File: src/rtl/branch_sequencer.sv
// branch_sequencer: fetch-PC sequencer with a return-address stack for the 8-bit core.
// Build option RAS_WRAP_EN: a full stack overwrites its oldest entry instead of faulting.
module branch_sequencer #(
  parameter int unsigned DEPTH        = 4,
  parameter int unsigned FLUSH_CYCLES = 2,
  parameter logic [7:0]  RESET_PC     = 8'h00
) (
  input  logic                    clk,
  input  logic                    rst_n,
  input  logic                    stall,
  input  logic                    instr_valid,
  input  logic [23:0]             instruction,
  input  logic                    Z,
  input  logic                    N,
  output logic [7:0]              pc,
  output logic                    flush,
  output logic                    redirect,
  output logic [$clog2(DEPTH):0]  sp,
  output logic                    fault,
  output logic                    overflow,
  output logic                    underflow
);

  localparam int AW = $clog2(DEPTH);
  localparam int SW = AW + 1;
  localparam int CW = 2;

  localparam logic [AW-1:0] IONE     = AW'(1);
  localparam logic [SW-1:0] SP_FULL  = SW'(DEPTH);
  localparam logic [CW-1:0] CNT_INIT = CW'(FLUSH_CYCLES - 1);

  localparam logic [3:0] OP_BR  = 4'b1001;
  localparam logic [3:0] OP_BC  = 4'b1010;
  localparam logic [3:0] OP_CAL = 4'b1011;
  localparam logic [3:0] OP_RET = 4'b1100;

  typedef enum logic [1:0] {
    S_RUN,
    S_FLUSH,
    S_FAULT
  } state_e;

  state_e          state_q, state_d;
  logic [7:0]      pc_q, pc_d;
  logic            flush_q, flush_d;
  logic            redir_q, redir_d;
  logic [CW-1:0]   cnt_q, cnt_d;
  logic [SW-1:0]   sp_q, sp_d;
  logic [AW-1:0]   base_q, base_d;
  logic            fault_q, fault_d;
  logic            ovf_q, ovf_d;
  logic            unf_q, unf_d;
  logic [7:0]      stk_q [DEPTH];

  logic [3:0]      op;
  logic            is_jmp;
  logic            is_call;
  logic            is_ret;
  logic            full;
  logic            empty;
  logic [AW-1:0]   wr_idx;
  logic [AW-1:0]   rd_idx;
  logic [7:0]      wr_data;
  logic            push_en;
  logic            take;
  logic            trap;
  logic [7:0]      tgt;
  logic            unused_bits;

  assign op      = instruction[15:12];
  assign is_jmp  = (op == OP_BR)
                 | ((op == OP_BC) & (instruction[11] ? N : Z));
  assign is_call = (op == OP_CAL);
  assign is_ret  = (op == OP_RET);
  assign full    = (sp_q == SP_FULL);
  assign empty   = (sp_q == '0);
  assign wr_idx  = base_q + sp_q[AW-1:0];
  assign rd_idx  = base_q + sp_q[AW-1:0] - IONE;
  assign wr_data = instruction[23:16] + 8'd2;

  assign unused_bits = ^instruction[10:8];

  // Next-state: decode live ops, sequence flush, trap on stack misuse
  always_comb begin
    state_d = state_q;
    pc_d    = pc_q;
    flush_d = flush_q;
    redir_d = 1'b0;
    cnt_d   = cnt_q;
    sp_d    = sp_q;
    base_d  = base_q;
    fault_d = fault_q;
    ovf_d   = ovf_q;
    unf_d   = unf_q;
    push_en = 1'b0;
    take    = 1'b0;
    trap    = 1'b0;
    tgt     = instruction[7:0];
    if (!stall) begin
      unique case (state_q)
        S_RUN: begin
          pc_d = pc_q + 8'd2;
          if (instr_valid) begin
            unique case (1'b1)
              is_jmp: take = 1'b1;
              is_call: begin
                if (!full) begin
                  push_en = 1'b1;
                  sp_d    = sp_q + SW'(1);
                  take    = 1'b1;
                end else begin
                  ovf_d = 1'b1;
`ifdef RAS_WRAP_EN
                  push_en = 1'b1;
                  base_d  = base_q + IONE;
                  take    = 1'b1;
`else
                  trap = 1'b1;
`endif
                end
              end
              is_ret: begin
                if (!empty) begin
                  tgt  = stk_q[rd_idx];
                  sp_d = sp_q - SW'(1);
                  take = 1'b1;
                end else begin
                  unf_d = 1'b1;
                  trap  = 1'b1;
                end
              end
              default: ;
            endcase
          end
          if (trap) begin
            fault_d = 1'b1;
            state_d = S_FAULT;
            flush_d = 1'b1;
            pc_d    = pc_q;
          end else if (take) begin
            pc_d    = tgt;
            redir_d = 1'b1;
            flush_d = 1'b1;
            state_d = S_FLUSH;
            cnt_d   = CNT_INIT;
          end
        end
        S_FLUSH: begin
          pc_d = pc_q + 8'd2;
          if (cnt_q == '0) begin
            state_d = S_RUN;
            flush_d = 1'b0;
          end else begin
            cnt_d = cnt_q - CW'(1);
          end
        end
        S_FAULT: flush_d = 1'b1;
        default: ;
      endcase
    end
  end

  // Control and status registers
  always_ff @(posedge clk or negedge rst_n) begin
    if (!rst_n) begin
      state_q <= S_RUN;
      pc_q    <= RESET_PC;
      flush_q <= 1'b0;
      redir_q <= 1'b0;
      cnt_q   <= '0;
      sp_q    <= '0;
      base_q  <= '0;
      fault_q <= 1'b0;
      ovf_q   <= 1'b0;
      unf_q   <= 1'b0;
    end else begin
      state_q <= state_d;
      pc_q    <= pc_d;
      flush_q <= flush_d;
      redir_q <= redir_d;
      cnt_q   <= cnt_d;
      sp_q    <= sp_d;
      base_q  <= base_d;
      fault_q <= fault_d;
      ovf_q   <= ovf_d;
      unf_q   <= unf_d;
    end
  end

  // Return-address storage, written on every accepted call
  always_ff @(posedge clk or negedge rst_n) begin
    if (!rst_n) begin
      for (int i = 0; i < DEPTH; i++) stk_q[i] <= '0;
    end else if (push_en) begin
      stk_q[wr_idx] <= wr_data;
    end
  end

  assign pc        = pc_q;
  assign flush     = flush_q;
  assign redirect  = redir_q;
  assign sp        = sp_q;
  assign fault     = fault_q;
  assign overflow  = ovf_q;
  assign underflow = unf_q;

endmodule

File: config.mk
export PLATFORM = sky130hd
export DESIGN_NAME = branch_sequencer
export DESIGN_NICKNAME = d
export VERILOG_FILES = /design/src/rtl/branch_sequencer.sv
export SDC_FILE = /design/constraint.sdc
export NUM_CORES = 1
export LEC_CHECK = 0
export CAP_MARGIN = 10
export CORE_MARGIN = 8
export CORE_UTILIZATION = 39
export DETAILED_ROUTE_END_ITERATION = 8
export HOLD_SLACK_MARGIN = 0.08
export MAX_ROUTING_LAYER = met4
export PLACE_DENSITY_LB_ADDON = 0.3
export SLEW_MARGIN = 20
export SYNTH_ARGS = -nofsm -noshare
export SYNTH_HDL_FRONTEND = slang
export SYNTH_SLANG_ARGS = --single-unit
export TNS_END_PERCENT = 1
File: constraint.sdc
create_clock -name clk -period 2.7 [get_ports clk]
set_input_delay 0.54 -clock clk [delete_from_list [all_inputs] [get_ports clk]]
set_output_delay 0.54 -clock clk [all_outputs]
set_load 0.02 [all_outputs]
# Word level (Yosys, flattened, before mapping)
# Cells that the tools add are included.
# Widths: inputs -> output; s select.
[classes]
n_reduce_logical = 15
mux = 47
order_cmp = 3
bitwise = 5
eq_ne = 14
addsub = 6
[op_table]
columns = ["operator", "n"]
rows = [
  ["$mux 8", 8],
  ["$bwmux 32", 1],
  ["$mux 1", 22],
  ["$add 8x2->8 const B", 2],
  ["$bmux 8 s2", 1],
  ["$demux 8 s2", 1],
  ["$eq 4x4->1 const B", 4],
  ["$pmux 8 s2", 1],
  ["$reduce_and 5->1", 3],
  ["$ne 2x2->1 const B", 6],
  ["$mux 2", 5],
  ["$pmux 2 s2", 2],
  ["$reduce_and 4->1", 2],
  ["$ge 3x3->1 const B", 2],
  ["$mux 3", 2],
  ["$not 2->3", 2],
  ["$pmux 1 s3", 2],
  ["$pmux 3 s2", 1],
  ["$reduce_and 3->1", 2],
  ["$reduce_and 6->1", 1],
  ["$logic_not 2->1", 2],
  ["$reduce_bool 2->1", 2],
  ["$sub 2x1->2 const B", 2],
  ["$add 3x1->3 const B", 1],
  ["other kinds (13)", 13],
]
[word_totals]
regBits = 52
in_bits = 30

# Longest topological paths before layout
# Gate-level depths: netlist of run 1.
[logic_depth]
word_depth = 11
mapped_depth = 11

# Least setup slack after synthesis of run 1
# Ideal clock, no wire load.
[synth_path]
path_kind = "register to register"
start = "register sp_q[0], in the netlist sp[0]"
end = "register pc_q[0], in the netlist pc[0]"
path_stages_with_launch = 10
t_arrival_ns = 2.517
setup_slack_ns = 0.058
path_buffers = 2
cell_sequence = "dfrtp_1 > buf_2 > inv_1 > ha_1 > clkbuf_1 > and3_1 > o32ai_2 > o21ai_2 > nor2_2 > mux2_4"
[synth_via]
elab_chain_len = 11
word_cells_on_any_way = 27
classes_between = "add/sub: 1; eq/ne: 2; mux: 21; bitwise: 1; reduce/logical: 2"
[synth_lines]
columns = ["element", "line_no", "text"]
rows = [
  ["start: declaration", "48", "logic [SW-1:0] sp_q, sp_d;"],
  ["start signal: assignment", "182", "sp_q <= sp_d;"],
  ["$sub 2x1->2", "78", "assign rd_idx = base_q + sp_q[AW-1:0] - IONE;"],
  ["net rd_idx[0]", "62", "logic [AW-1:0] rd_idx;"],
  ["$not 2->3 (implied by the code)", "124", "tgt = stk_q[rd_idx];"],
  ["$bmux 8 s2", "124", ""],
  ["$mux 8 (implied by the code) (2 in series)", "124", ""],
  ["$mux 8", "123", "if (!empty) begin"],
  ["$mux 8", "104", "unique case (1'b1)"],
  ["$mux 8", "103", "if (instr_valid) begin"],
  ["$mux 8", "140", "end else if (take) begin"],
  ["$mux 8", "135", "if (trap) begin"],
  ["$pmux 8 s2", "100", "unique case (state_q)"],
  ["end signal: assignment", "178", "pc_q <= pc_d;"],
  ["end: declaration", "44", "logic [7:0] pc_q, pc_d;"],
]
# The timed path passes the listed nets, and every way through them passes these cells. The select of a mux whose other input is x is not followed.
# A chain may end at the register's enable or synchronous reset.

# Final worst setup path of run 1
[layout_path]
start = "input port instruction[13]"
end = "register pc_q[7], in the netlist pc[7]"
[layout_via]
elab_chain_len = 10
word_cells_on_any_way = 21
classes_between = "eq/ne: 5; mux: 13; bitwise: 2; reduce/logical: 1"
[layout_lines]
columns = ["element", "line_no", "text"]
rows = [
  ["start: declaration", "12", "input logic [23:0] instruction,"],
  ["$eq 4x4->1", "72", "| ((op == OP_BC) & (instruction[11] ? N : Z));"],
  ["$and 1x1->1", "72", ""],
  ["$or 1x1->1", "72", ""],
  ["$pmux 1 s3", "104", ""],
  ["$mux 1", "103", ""],
  ["$mux 1", "100", ""],
  ["$mux 1", "99", "if (!stall) begin"],
  ["$mux 8", "140", ""],
  ["$mux 8", "135", ""],
  ["$pmux 8 s2", "100", ""],
]
# Several ways; a longest one is shown, not always the timed one. The select of a mux whose other input is x is not followed.

==> run metrics, run 1 <==
DP Cell Count=407; number of max-cap violations=0; CP endpoint kind=flop; grt total ovfl=0; Slew headroom=54.9%; Clock Sinks=52; CTS tree=yes; RSZ-0062 raised after global routing=no; main flop type after synthesis=dfrtp_1; achievable frequency=438 MHz; RePlAce Congestion=0.866; Final setup viols=0; antenna cells=0; Setup Fix Bufs, Post-CTS=0; initial antenna violation count=0; CP startpoint kind=input port; Critical Path RT=2890 ps; vias in the first global route=2203; DP HPWL=4.80 mm; clock skew=7.02 ps; Overall Global Routing Usage=13.8%; PostCTS Resize Cnt=0; final setup margin=419 ps; sequential element share of the synthesized area=46.8%; Gate Count Post-Synth=264; io pins=46; Num CTS Buffers=5; nets@finish=356; Worst-Margin Slew=677 ps; Final Instance Count excl. Fillers=415; Max VDD drop=0.000370 V; final hold vios=0; status=complete, no violations; Filler cells=650; FF-to-FF path depth=7; syn avg cell area=10.5 um2; first-pass GRT wire length=10.9 mm; power per cell area=402 mW/mm2; ys async rst share=100%; share of cells above drive strength 1=16.3%; Clock Latency Late Sink=300 ps; Post-synth EDFFs=0; max-slew violation count=0; Worst EP arrival=2480 ps; Mapped Area=0.00278 mm2; critical path type=input port to flop; ANT nets after route=0; DRT Pass-1 Iters=6; H-tree levels=2; vias per cell=5.24; #FFs+latches synth=52; post-place setup slack=85.5 ps; crit-path max FO=19; cts-stage hold buffer count=0; Synth area leaders=dfrtp_1, mux4_2, nand2_1; dominant cell type by area after synthesis=dfrtp_1; Yosys top cell area share=46.8%; DRC=0; via count=2174; port buffer count=42; setup tns final=0 ps; Die Height=100 um; Ys Warns=0; P&R area growth vs syn=25.0%; CTS Root Cell=clkbuf_8; Yosys cell types=53; Min-Delay Path Class=input port to asynchronous set/reset pin; largest net degree at the start of global routing=53; Std-Cell Rows=30; fin crit period=2280 ps; initial DRC count=125; leakage power=1.47 nW; Die X=100 um; wire per inst=15.3 um; clock buffer depth=2; syn nets=302; total wire length=6.36 mm; final worst-path cycle share=84.5%; Die Area=0.0101 mm2; Starting Density=40.7%; Worst-path clk slew=100 ps; Core ar.=0.00683 mm2
==> sequential cells by signal, summed over array words and instances, names as in the netlist <==
register   count
state_q        2
redirect       1
flush          1
overflow       1
sp             3
stk_q         32
cnt_q          2
pc             8
underflow      1
fault          1
==> cells in the final DEF, fill, tap and decap left out, types with 3 or more instances in the layout <==
cell	netlist	layout
a21oi_1	10	10
a221o_1	3	3
and3_1	5	5
buf_4	0	14
clkbuf_8	0	5
clkdlybuf4s50_1	0	41
dfrtp_1	52	52
ha_1	7	7
inv_1	8	8
mux2_2	10	10
mux4_2	8	8
nand2_1	41	41
nand2b_1	4	4
nand3_1	12	12
nor2_1	6	6
o21ai_0	28	28
o21ai_1	7	7
o32a_1	3	3
xnor2_1	4	4
xor2_1	4	4
==> cell usage after synthesis, drive strengths merged, types with 2 or more instances <==
cell,n
and3,5
nand2b,4
xnor2,4
nor2b,2
mux2,11
nand3,12
a21o,2
clkbuf,5
o32a,3
mux4,8
a22oi,2
nor3b,2
a211oi,2
nand2,41
dfrtp,52
nor2,7
buf,5
a221o,3
xor2,4
a41o,2
ha,7
inv,9
o21ai,36
or3,2
o31ai,2
nor3,2
a21oi,12
==> cell families after synthesis <==
kind of cell,after synthesis,share of synthesized area (%)
DFF,52,46.8
and+or+nand+nor,87,16.1
xor gates and xnor gates,8,2.52
adders and majority gates,8,3.87
muxes,20,11.4
buffers and inverters,19,3.20
AOI/OAI and AO/OA,70,16.1
==> routing by layer <==
metal  global-route usage [%]  wire, um  vias to the layer above
li1                         -         -                     1071
met1                     17.5      3000                     1055
met2                     21.8      3030                       46
met3                     2.98       292                        2
met4                     3.26        30                        0
met5                        -         0                        -
==> power by group <==
part | leakage [nW] | switching (mW) | internal, mW | total (mW)
clock network | 0.0414 | 0.265 | 0.185 | 0.451
registers | 0.692 | 0.00874 | 0.784 | 0.793
logic | 0.736 | 0.0786 | 0.0748 | 0.153
==> layout make-up <==
cell class                 count  area, um2  area share, %
clock inverter                 2       16.3          0.468
inverter                       9       33.8          0.972
multi-input combinational    193       1390           40.0
tap                           96        120           3.46
clock buffer                   6       72.6           2.09
sequential                    52       1300           37.5
timing repair buffer          57        541           15.6
==> final timing paths <==
path | start | to | slack [ps]
worst max-delay path | instruction[13] | pc[7]$_DFFE_PN0P_ | 420
min in group clk | fault$_DFFE_PN0P_ | fault$_DFFE_PN0P_ | 480
worst max register to register | sp[1]$_DFFE_PN0P_ | pc[4]$_DFFE_PN0P_ | 480
worst min-delay path | rst_n | fault$_DFFE_PN0P_ | 330
max in group asynchronous | rst_n | stk_q[3]$_DFFE_PN0P_ | 1900
worst min register to register | fault$_DFFE_PN0P_ | fault$_DFFE_PN0P_ | 480
==> critical path, cell delays in order <==
cell and delay [ps]:
clkdlybuf4s50_1 490, or4b_1 550, a21oi_2 170, a211o_1 180
buf_12 150, o21ai_1 70, a221o_1 310
==> per-stage QoR <==
step	hold slack [ps]	total power [mW]	utilization [%]	area, um2
floorplan	244	0.866	-	2780
detailed placement	463	0.964	49.6	3390
global placement	457	0.962	49.6	3390
global route	399	1.45	50.9	3470
finish	329	1.40	50.9	3470
CTS	376	1.42	50.9	3470
Note: power is estimated with default switching activity, not from simulation.
==> inputs of run 2 (changes only) <==
Clock period 2.7 ns to 2.4 ns, I/O delays scaled along.
==> run 2 against run 1 <==
Flip-flop and latch count stayed put. Sequential power grew 12%. Sequential share of layout area fell by 1.2 points. Critical path type unchanged. Critical endpoint is now pc[4]$_DFFE_PN0P_. Largest cell class unchanged.
==> run metrics, run 2 (synthesis results as in run 1) <==
Worst EP arrival=2380 ps (was 2480 ps); Worst-path clk slew=100 ps (about the same); cts-stage hold buffer count=0 (unchanged); crit-path max FO=13 (was 19); grt total ovfl=0 (unchanged); first-pass GRT wire length=11.2 mm (was 10.9 mm); Filler cells=619 (was 650); power per cell area=474 mW/mm2 (was 402 mW/mm2); Slew headroom=61.0% (was 54.9%); H-tree levels=2 (unchanged); leakage power=1.53 nW (was 1.47 nW); Setup Fix Bufs, Post-CTS=0 (unchanged); Die X=100 um (unchanged); io pins=46 (unchanged); setup tns final=0 ps (unchanged); Die Height=100 um (unchanged); Worst Setup SP=instruction[13] (unchanged); CTS tree=yes (unchanged); Final setup viols=0 (unchanged); largest net degree at the start of global routing=53 (unchanged); ANT nets after route=0 (unchanged); Die Area=0.0101 mm2 (unchanged); DRT Pass-1 Iters=4 (was 6); initial DRC count=85 (was 125); critical path type=input port to flop (unchanged); share of cells above drive strength 1=19.1% (was 16.3%); clock buffer depth=2 (unchanged); Overall Global Routing Usage=14.2% (was 13.8%); final worst-path cycle share=89.6%; RSZ-0062 raised after global routing=no (unchanged); Max VDD drop=0.000310 V (was 0.000370 V); clock skew=1.93 ps (was 7.02 ps); PostCTS Resize Cnt=0 (unchanged); commonest non-fill, non-tap cell in the layout=dfrtp_1 (unchanged); FF-to-FF End=pc[4]$_DFFE_PN0P_ (unchanged); area used by multi-input combinational logic=0.00140 mm2 (was 0.00139 mm2); max FFs per register=32 (unchanged); CP startpoint kind=input port (unchanged); RePlAce Congestion=0.855 (was 0.866); wire per inst=15.2 um (was 15.3 um); number of max-cap violations=0 (unchanged); Starting Density=40.7% (unchanged); P&R area growth vs syn=29.4% (was 25.0%); vias in the first global route=2382 (was 2203); worst setup path endpoint=pc[4]$_DFFE_PN0P_ (was pc[7]$_DFFE_PN0P_); initial antenna violation count=0 (unchanged); antenna cells=0 (unchanged); Top reg by flops=stk_q (unchanged); DP HPWL=4.86 mm (was 4.80 mm); final core utilization=52.7% (was 50.9%); Worst-Margin Slew=579 ps (was 677 ps); CTS Root Cell=clkbuf_8 (unchanged); DRC=0 (unchanged); commonest non-fill, non-tap cells in the layout=dfrtp_1, nand2_1, clkdlybuf4s50_1, o21ai_0, buf_4 (unchanged); RR Startpoint=sp[1]$_DFFE_PN0P_ (unchanged); Critical Path RT=2630 ps (was 2890 ps); via count=2238 (was 2174); port buffer count=42 (unchanged); final hold vios=0 (unchanged); FF-to-FF path depth=7 (unchanged); Std-Cell Rows=30 (unchanged); vias per cell=5.27 (was 5.24); Num CTS Buffers=5 (unchanged); achievable frequency=465 MHz; Clock Sinks=52 (unchanged); CP endpoint kind=flop (unchanged); total wire length=6.44 mm (was 6.36 mm); nets@finish=366 (was 356); max-slew violation count=0 (unchanged); status=complete, no violations (unchanged); Core ar.=0.00683 mm2 (unchanged); worst reg2reg setup slack=270 ps (was 480 ps); Min-Delay Path Class=input port to asynchronous set/reset pin (unchanged); register area=0.00130 mm2 (about the same); fin crit period=2150 ps; Clock Latency Late Sink=310 ps (was 300 ps)
## run 2: cell types whose count changed in the layout (fill, tap and decap cells not counted), sizes merged
cell	previous run	this run
buf	16	26
bufinv	0	1
clkinv	1	0
clkinvlp	1	0
inv	9	10
## run 2: cell type report
cell class / instances / share of cell area [%]
Clock buffer: 6 / 2.02
Clock inverter: 2 / 1.08
Inverter: 9 / 0.939
Multi-Input combinational cell: 193 / 39.0
Sequential cell: 52 / 36.2
Tap cell: 96 / 3.34
Timing Repair Buffer: 67 / 17.5
## run 2: per-layer routing
| metal | global-route usage [%] | wire length (um) | up-vias |
|---|---|---|---|
| met5 | - | 0 | - |
| met2 | 23.6 | 3080 | 43 |
| met1 | 17.1 | 3030 | 1095 |
| met3 | 2.84 | 281 | 5 |
| li1 | - | - | 1095 |
| met4 | 3.72 | 48 | 0 |
## run 2: critical path, stage by stage
cell and delay, ps:
clkdlybuf4s50_1 430, buf_4 160, nand4b_1 110, a21oi_2 80
a211o_1 290, buf_12 150, buf_4 150, or3_1 360
o22ai_1 170
## run 2: worst min path at each step
stage / start / to / slack (ps) / cells after the start
floorplan: rst_n / cnt_q[0]$_DFFE_PN0P_ / 180 / 0
global placement: stk_q[5]$_DFFE_PN0P_ / stk_q[5]$_DFFE_PN0P_ / 460 / 2
detailed placement: stk_q[22]$_DFFE_PN0P_ / stk_q[22]$_DFFE_PN0P_ / 470 / 2
CTS: rst_n / underflow$_DFFE_PN0P_ / 160 / 2
global route: rst_n / cnt_q[0]$_DFFE_PN0P_ / 160 / 2
finish: rst_n / cnt_q[0]$_DFFE_PN0P_ / 140 / 2
## run 2: where the power goes
group	switching, mW	internal (mW)
Combinational	0.0915	0.0945
Sequential	0.00955	0.882
Clock	0.310	0.316
## run 2: stage by stage
step | total power [mW] | worst slack, ps | hold WS, ps | area (um2) | cells
final | 1.70 | 250 | 137 | 3600 | 425
after global routing | 1.78 | 103 | 159 | 3600 | 425
after CTS | 1.72 | 252 | 161 | 3600 | 425
after detailed placement | 1.10 | -68.7 | 466 | 3490 | 417
after global placement | 1.10 | -60.3 | 460 | 3490 | 417
after floorplan | 0.977 | 27.4 | 184 | 2800 | 264
==> RTL change 1, RTL diff (flow settings as in run 2) <==
Encoding of `state_e`: now one-hot (3 bits for 3 states).
--- a/src/rtl/branch_sequencer.sv
+++ b/src/rtl/branch_sequencer.sv
@@ -36,6 +36,6 @@
 
-  typedef enum logic [1:0] {
-    S_RUN,
-    S_FLUSH,
-    S_FAULT
+  typedef enum logic [2:0] {
+    S_RUN   = 3'b001,
+    S_FLUSH = 3'b010,
+    S_FAULT = 3'b100
   } state_e;
Behaviour: no difference found for any inputs over 10 cycles, from zero or initial values and one cycle with rst_n low; not proved beyond that.
==> RTL change 1 against run 2 <==
  * Area after synthesis up 3.6%
  * Setup slack got worse by 130 ps
  * Critical path depth is 3 lower
  * Die area up 3.1%
  * Wire length shrank 3.6%
  * Critical path type unchanged
  * Sequential cell count is 1 higher
  * Design area grew 2.9%
Power is not compared: it rests on default switching activity, and its combinational part moved more than twofold at a synthesized area within 25%.
==> RTL change 1: results (changes against run 2) <==
| Metric | Value |
|---|---|
| Status | `finished clean (unchanged)` |
| Net Count, Synth | `273 (was 302)` |
| Synth cell types | `50 (was 53)` |
| CTS H-tree lvls | `2 (unchanged)` |
| EDFF count, synth | `0 (unchanged)` |
| Vias in the first global route | `2158 (was 2382)` |
| Met3 usage | `2.66% (was 2.84%)` |
| Clock-pin slew on the worst setup and hold paths | `~90 ps` |
| Worst EP arrival | `2470 ps (was 2380 ps)` |
| TritonCTS buffer count | `5 (unchanged)` |
| Setup TNS Final | `0 ps (unchanged)` |
| CP Max Fanout | `10 (was 13)` |
| Wire per inst | `15.3 um (was 15.2 um)` |
| FF-to-FF setup slack | `150 ps (was 270 ps)` |
| CP top delay family | `compound AO/OA/AOI/OAI gates (was buffers and inverters)` |
| Sequential area share after synthesis | `46.1% (was 46.8%)` |
| Fraction of registers with async set/reset | `100% (unchanged)` |
| Switching portion of total power | `36.1%` |
| Detailed Routing Iterations Pass 1 | `4 (unchanged)` |
| Iteration-0 DRC Markers | `99 (was 85)` |
| Maximum vdd drop | `between 0.2 and 0.3 mV` |
| Largest net degree at the start of global routing | `54 (was 53)` |
| DP HPWL | `4800 um (was 4860 um)` |
| Clk root buf | `clkbuf_8 (unchanged)` |
| Synthesis Warnings | `0 (unchanged)` |
| Biggest register | `stk_q (unchanged)` |
| Max_cap viols | `0 (unchanged)` |
| Max FFs per register | `32 (unchanged)` |
| Max-slew headroom | `54.4% (was 61.0%)` |
| CTS resizes | `0 (unchanged)` |
| Total Nets Final | `344 (was 366)` |
| GRT Total Usage | `13.3% (was 14.2%)` |
| Main area contributors after synthesis | `dfrtp_1, mux2_1, mux4_2 (was dfrtp_1, mux4_2, nand2_1)` |
| GPL Wtd Cong | `0.821 (was 0.855)` |
| PortBufs | `42 (unchanged)` |
| Clock Skews | `6.80 ps (was 1.93 ps)` |
| GR Util met2 | `21.6% (was 23.6%)` |
| DR vias | `2075 (was 2238)` |
| M1 GR Usage | `16.6% (was 17.1%)` |
| CP max stage cell | `clkdlybuf4s50_1 (unchanged)` |
| Commonest cells in the netlist | `dfrtp_1, mux2_1, mux2i_1, inv_1, nand2_1 (was dfrtp_1, nand2_1, o21ai_0, nand3_1)` |
| Initial antenna violation count | `0 (unchanged)` |
| Commonest register cell after synthesis | `dfrtp_1 (unchanged)` |
| Pleak | `0.00171 uW` |
| Crit-path max cell delay | `560 ps (was 430 ps)` |
| HP Class | `input port to asynchronous set/reset pin (unchanged)` |
| Skew-Pair Late Insertion Delay | `about 300 ps` |
| Fraction of layout cells with a size suffix above 1 | `18.9% (was 19.1%)` |
| Post-CTS Setup Bufs | `0 (unchanged)` |
| First-pass GRT wire length | `10600 um (was 11200 um)` |
==> RTL change 1: kinds of logic (layout without fill, tap and decap cells) <==
kind of cell / count (synthesis) / count (layout) / share of synthesized area, %
and+or+nand+nor: 63 / 63 / 13.6
xor gates and xnor gates: 8 / 8 / 2.43
adders and majority gates: 8 / 8 / 3.73
AOI/OAI and AO/OA: 36 / 36 / 9.03
muxes: 52 / 52 / 22.9
buffers and inverters: 15 / 87 / 2.26
DFF: 53 / 53 / 46.1
==> RTL change 1: path summary, 6_finish.rpt <==
kind | startpoint | end | depth (start not counted)
setup / recovery | instruction[14] | pc[5] | 6
hold reg to reg | fault | fault | 1
hold / removal | rst_n | flush | 2
min in group clk | fault | fault | 1
setup reg to reg | state_q[0] | pc[3] | 5
max in group asynchronous | rst_n | stk_q[11] | 2
==> RTL change 1: layer usage <==
metal,share of wire [%],vias to the layer above,wire (um)
li1,-,1005,-
met1,48,1028,2950
met2,48,35,2960
met3,3.9,7,245
met4,0.85,0,53
met5,0,-,0
==> RTL change 1: metrics by stage <==
stage	setup WS (ps)	instances	hold slack, ps	instance area, um2	util, %
detailed placement	-183	398	447	3610	50.1
global placement	-162	398	443	3610	50.1
CTS	143	406	320	3700	51.3
floorplan	31.3	235	184	2880	-
finish	123	406	278	3700	51.3
global route	-39.0	406	329	3700	51.3
==> RTL change 1: layout make-up <==
cell class                      count  area, um2
Clock inverter                      2       15.0
Timing Repair Buffer               67        628
Sequential cell                    53       1330
Tap cell                           99        124
Inverter                           12       45.0
Fill cell                         689       3510
Clock buffer                        6       72.6
Multi-Input combinational cell    167       1490
==> RTL change 1: power by group through the flow <==
stage | sequential (uW) | combinational [uW] | clock, uW
after detailed placement | 1240 | 1240 | 0
after CTS | 1220 | 1240 | 519
after floorplan | 1340 | 619 | 0
after global placement | 1230 | 1210 | 0
final | 1220 | 1220 | 500
after global routing | 1250 | 1340 | 545
==> RTL change 2, RTL diff (flow settings as in run 2) <==
Made on the original files. Change the parameter `DEPTH` from 4 to 2.
--- a/src/rtl/branch_sequencer.sv
+++ b/src/rtl/branch_sequencer.sv
@@ -3,3 +3,3 @@
 module branch_sequencer #(
-  parameter int unsigned DEPTH        = 4,
+  parameter int unsigned DEPTH        = 2,
   parameter int unsigned FLUSH_CYCLES = 2,
Interface: changed (resized sp); port bits go from 46 to 45. The function was not compared with the original's and may differ.
==> RTL change 2 against run 2 <==
  * Hold slack gained 320 ps
  * Register-to-register slack improved by 140 ps
  * Setup slack worse by 82 ps
  * Maximum frequency is 3.7% lower
  * Sequential cell count is 17 lower
  * Count of clock-buffer cells in the layout decreased by 1
  * Critical path depth decreased by 3
  * Wire length fell by 20%
  * Design area fell by 21%
  * Total power down 17%
  * Area after synthesis fell by 26%
  * Largest power group is now the clock network
  * Cell count shrank 18%
  * Critical endpoint is now pc[0]
==> RTL change 2: results (changes against run 2) <==
| Metric | Value |
|---|---|
| Total Nets Final | `312 (was 366)` |
| Skew-Pair Late Insertion Delay | `~300 ps` |
| Main area contributors after synthesis | `dfrtp_1, o21ai_0, nand2_1 (was dfrtp_1, mux4_2, nand2_1)` |
| GRT Total Usage | `14.9% (was 14.2%)` |
| Crit-path max cell delay | `560 ps (was 430 ps)` |
| Largest net degree at the start of global routing | `36 (was 53)` |
| Iteration-0 DRC Markers | `72 (was 85)` |
| Worst setup endpoint | `pc[0] (was pc[4])` |
| Worst EP arrival | `2410 ps (was 2380 ps)` |
| Synth cell types | `53 (unchanged)` |
| Commonest register cell after synthesis | `dfrtp_1 (unchanged)` |
| CP top delay family | `simple AND/OR/NAND/NOR gates (was buffers and inverters)` |
| Commonest cells in the netlist | `dfrtp_1, nand2_1, o21ai_0, nand3_1, inv_1 (was dfrtp_1, nand2_1, o21ai_0, nand3_1)` |
| Detailed Routing Iterations Pass 1 | `4 (unchanged)` |
| DP HPWL | `3920 um (was 4860 um)` |
| Synthesis Warnings | `0 (unchanged)` |
| CP startpoint | `instruction[14] (was instruction[13])` |
| Least-Margin Pin Slew | `443 ps (was 579 ps)` |
| FF-to-FF setup slack | `410 ps (was 270 ps)` |
| Max FFs per register | `16 (was 32)` |
| Status | `finished clean (unchanged)` |
| Drt total wl | `5170 um (was 6440 um)` |
| TritonCTS buffer count | `5 (unchanged)` |
| CP max stage cell | `or4_4 (was clkdlybuf4s50_1)` |
| FILL cells | `491 (was 619)` |
| Clock Skews | `7.46 ps (was 1.93 ps)` |
| Clk root buf | `clkbuf_8 (unchanged)` |
| Biggest register | `stk_q (unchanged)` |
| CTS H-tree lvls | `2 (unchanged)` |
| Clock-pin slew on the worst setup and hold paths | `70 ps (was 100 ps)` |
| Maximum vdd drop | `0.310 mV (about the same)` |
| Hold Path Depth | `1` |
| Net Count, Synth | `251 (was 302)` |
| Internal | `1100 uW (was 1290 uW)` |
| GPL Wtd Cong | `0.801 (was 0.855)` |
| Peak Freq | `448 MHz (was 465 MHz)` |
| Hold slack final | `460 ps (was 137 ps)` |
| Fraction of registers with async set/reset | `100% (unchanged)` |
| WHS Endpoint | `overflow` |
| Reg2reg end | `pc[3] (was pc[4])` |
| PortBufs | `41 (was 42)` |
| DP Worst Slack | `-214 ps (was -68.7 ps)` |
| Critical R2R Launch | `sp[1] (unchanged)` |
| R2R cell count | `7 (unchanged)` |
| Vias in the first global route | `1850 (was 2382)` |
| Vias/cell | `5.21 (was 5.27)` |
| Pleak | `0.00125 uW (was 0.00153 uW)` |
| Sequential area share after synthesis | `42.6% (was 46.8%)` |
| First-pass GRT wire length | `8860 um (was 11200 um)` |
| HP Class | `flip-flop to flip-flop (was input port to asynchronous set/reset pin)` |
| Fraction of layout cells with a size suffix above 1 | `17.5% (was 19.1%)` |
| Initial antenna violation count | `0 (unchanged)` |
| CP Max Fanout | `5 (was 13)` |
| # diodes | `0 (unchanged)` |
RTL change 2: power by group through the flow:
stage	sequential [uW]	clock (uW)	combinational, uW
global route	598	677	184
finish	598	644	166
detailed placement	609	0	166
global placement	609	0	163
CTS	598	659	166
floorplan	613	0	63.6
RTL change 2: timing repair:
| item | 4_1_cts | 5_1_grt |
|---|---|---|
| gates resized for setup | 0 | 4 |
| hold endpoints to repair | 0 | 0 |
| setup buffers | 0 | 0 |
| endpoints found under the setup margin | 0 | 3 |
RTL change 2: layout make-up:
| type | count | area (um2) | area share (%) |
|---|---|---|---|
| clock buffers | 5 | 68.8 | 2.43 |
| clock inverters | 3 | 67.6 | 2.39 |
| inverters | 9 | 33.8 | 1.20 |
| multi-input cells | 161 | 1080 | 38.2 |
| flip-flops and latches | 35 | 876 | 31.0 |
| well taps | 70 | 87.6 | 3.10 |
| repair buffers | 67 | 614 | 21.7 |
RTL change 2: metrics by stage:
| stage | cells | area, um2 |
|---|---|---|
| 2_1_floorplan | 218 | 2060 |
| 3_3_place_gp | 342 | 2670 |
| 3_5_place_dp | 342 | 2670 |
| 4_1_cts | 350 | 2810 |
| 5_1_grt | 350 | 2830 |
| 6_report | 350 | 2830 |
RTL change 2: kinds of logic (layout without fill, tap and decap cells):
group | count (synthesis) | count (layout) | share of synthesized area (%)
compound gates | 63 | 63 | 21.1
fa+ha+maj | 3 | 3 | 1.83
flops | 35 | 35 | 42.6
buf+inv | 22 | 84 | 5.35
xor+xnor | 5 | 5 | 2.13
mux | 9 | 9 | 4.74
simple gates | 81 | 81 | 22.3
RTL change 2: metal layers:
layer	GRT usage [%]	vias up	wire length [um]
met5	-	-	0
met4	6.45	0	89
met3	2.60	8	192
met2	22.6	38	2460
met1	19.0	851	2430
li1	-	925	-
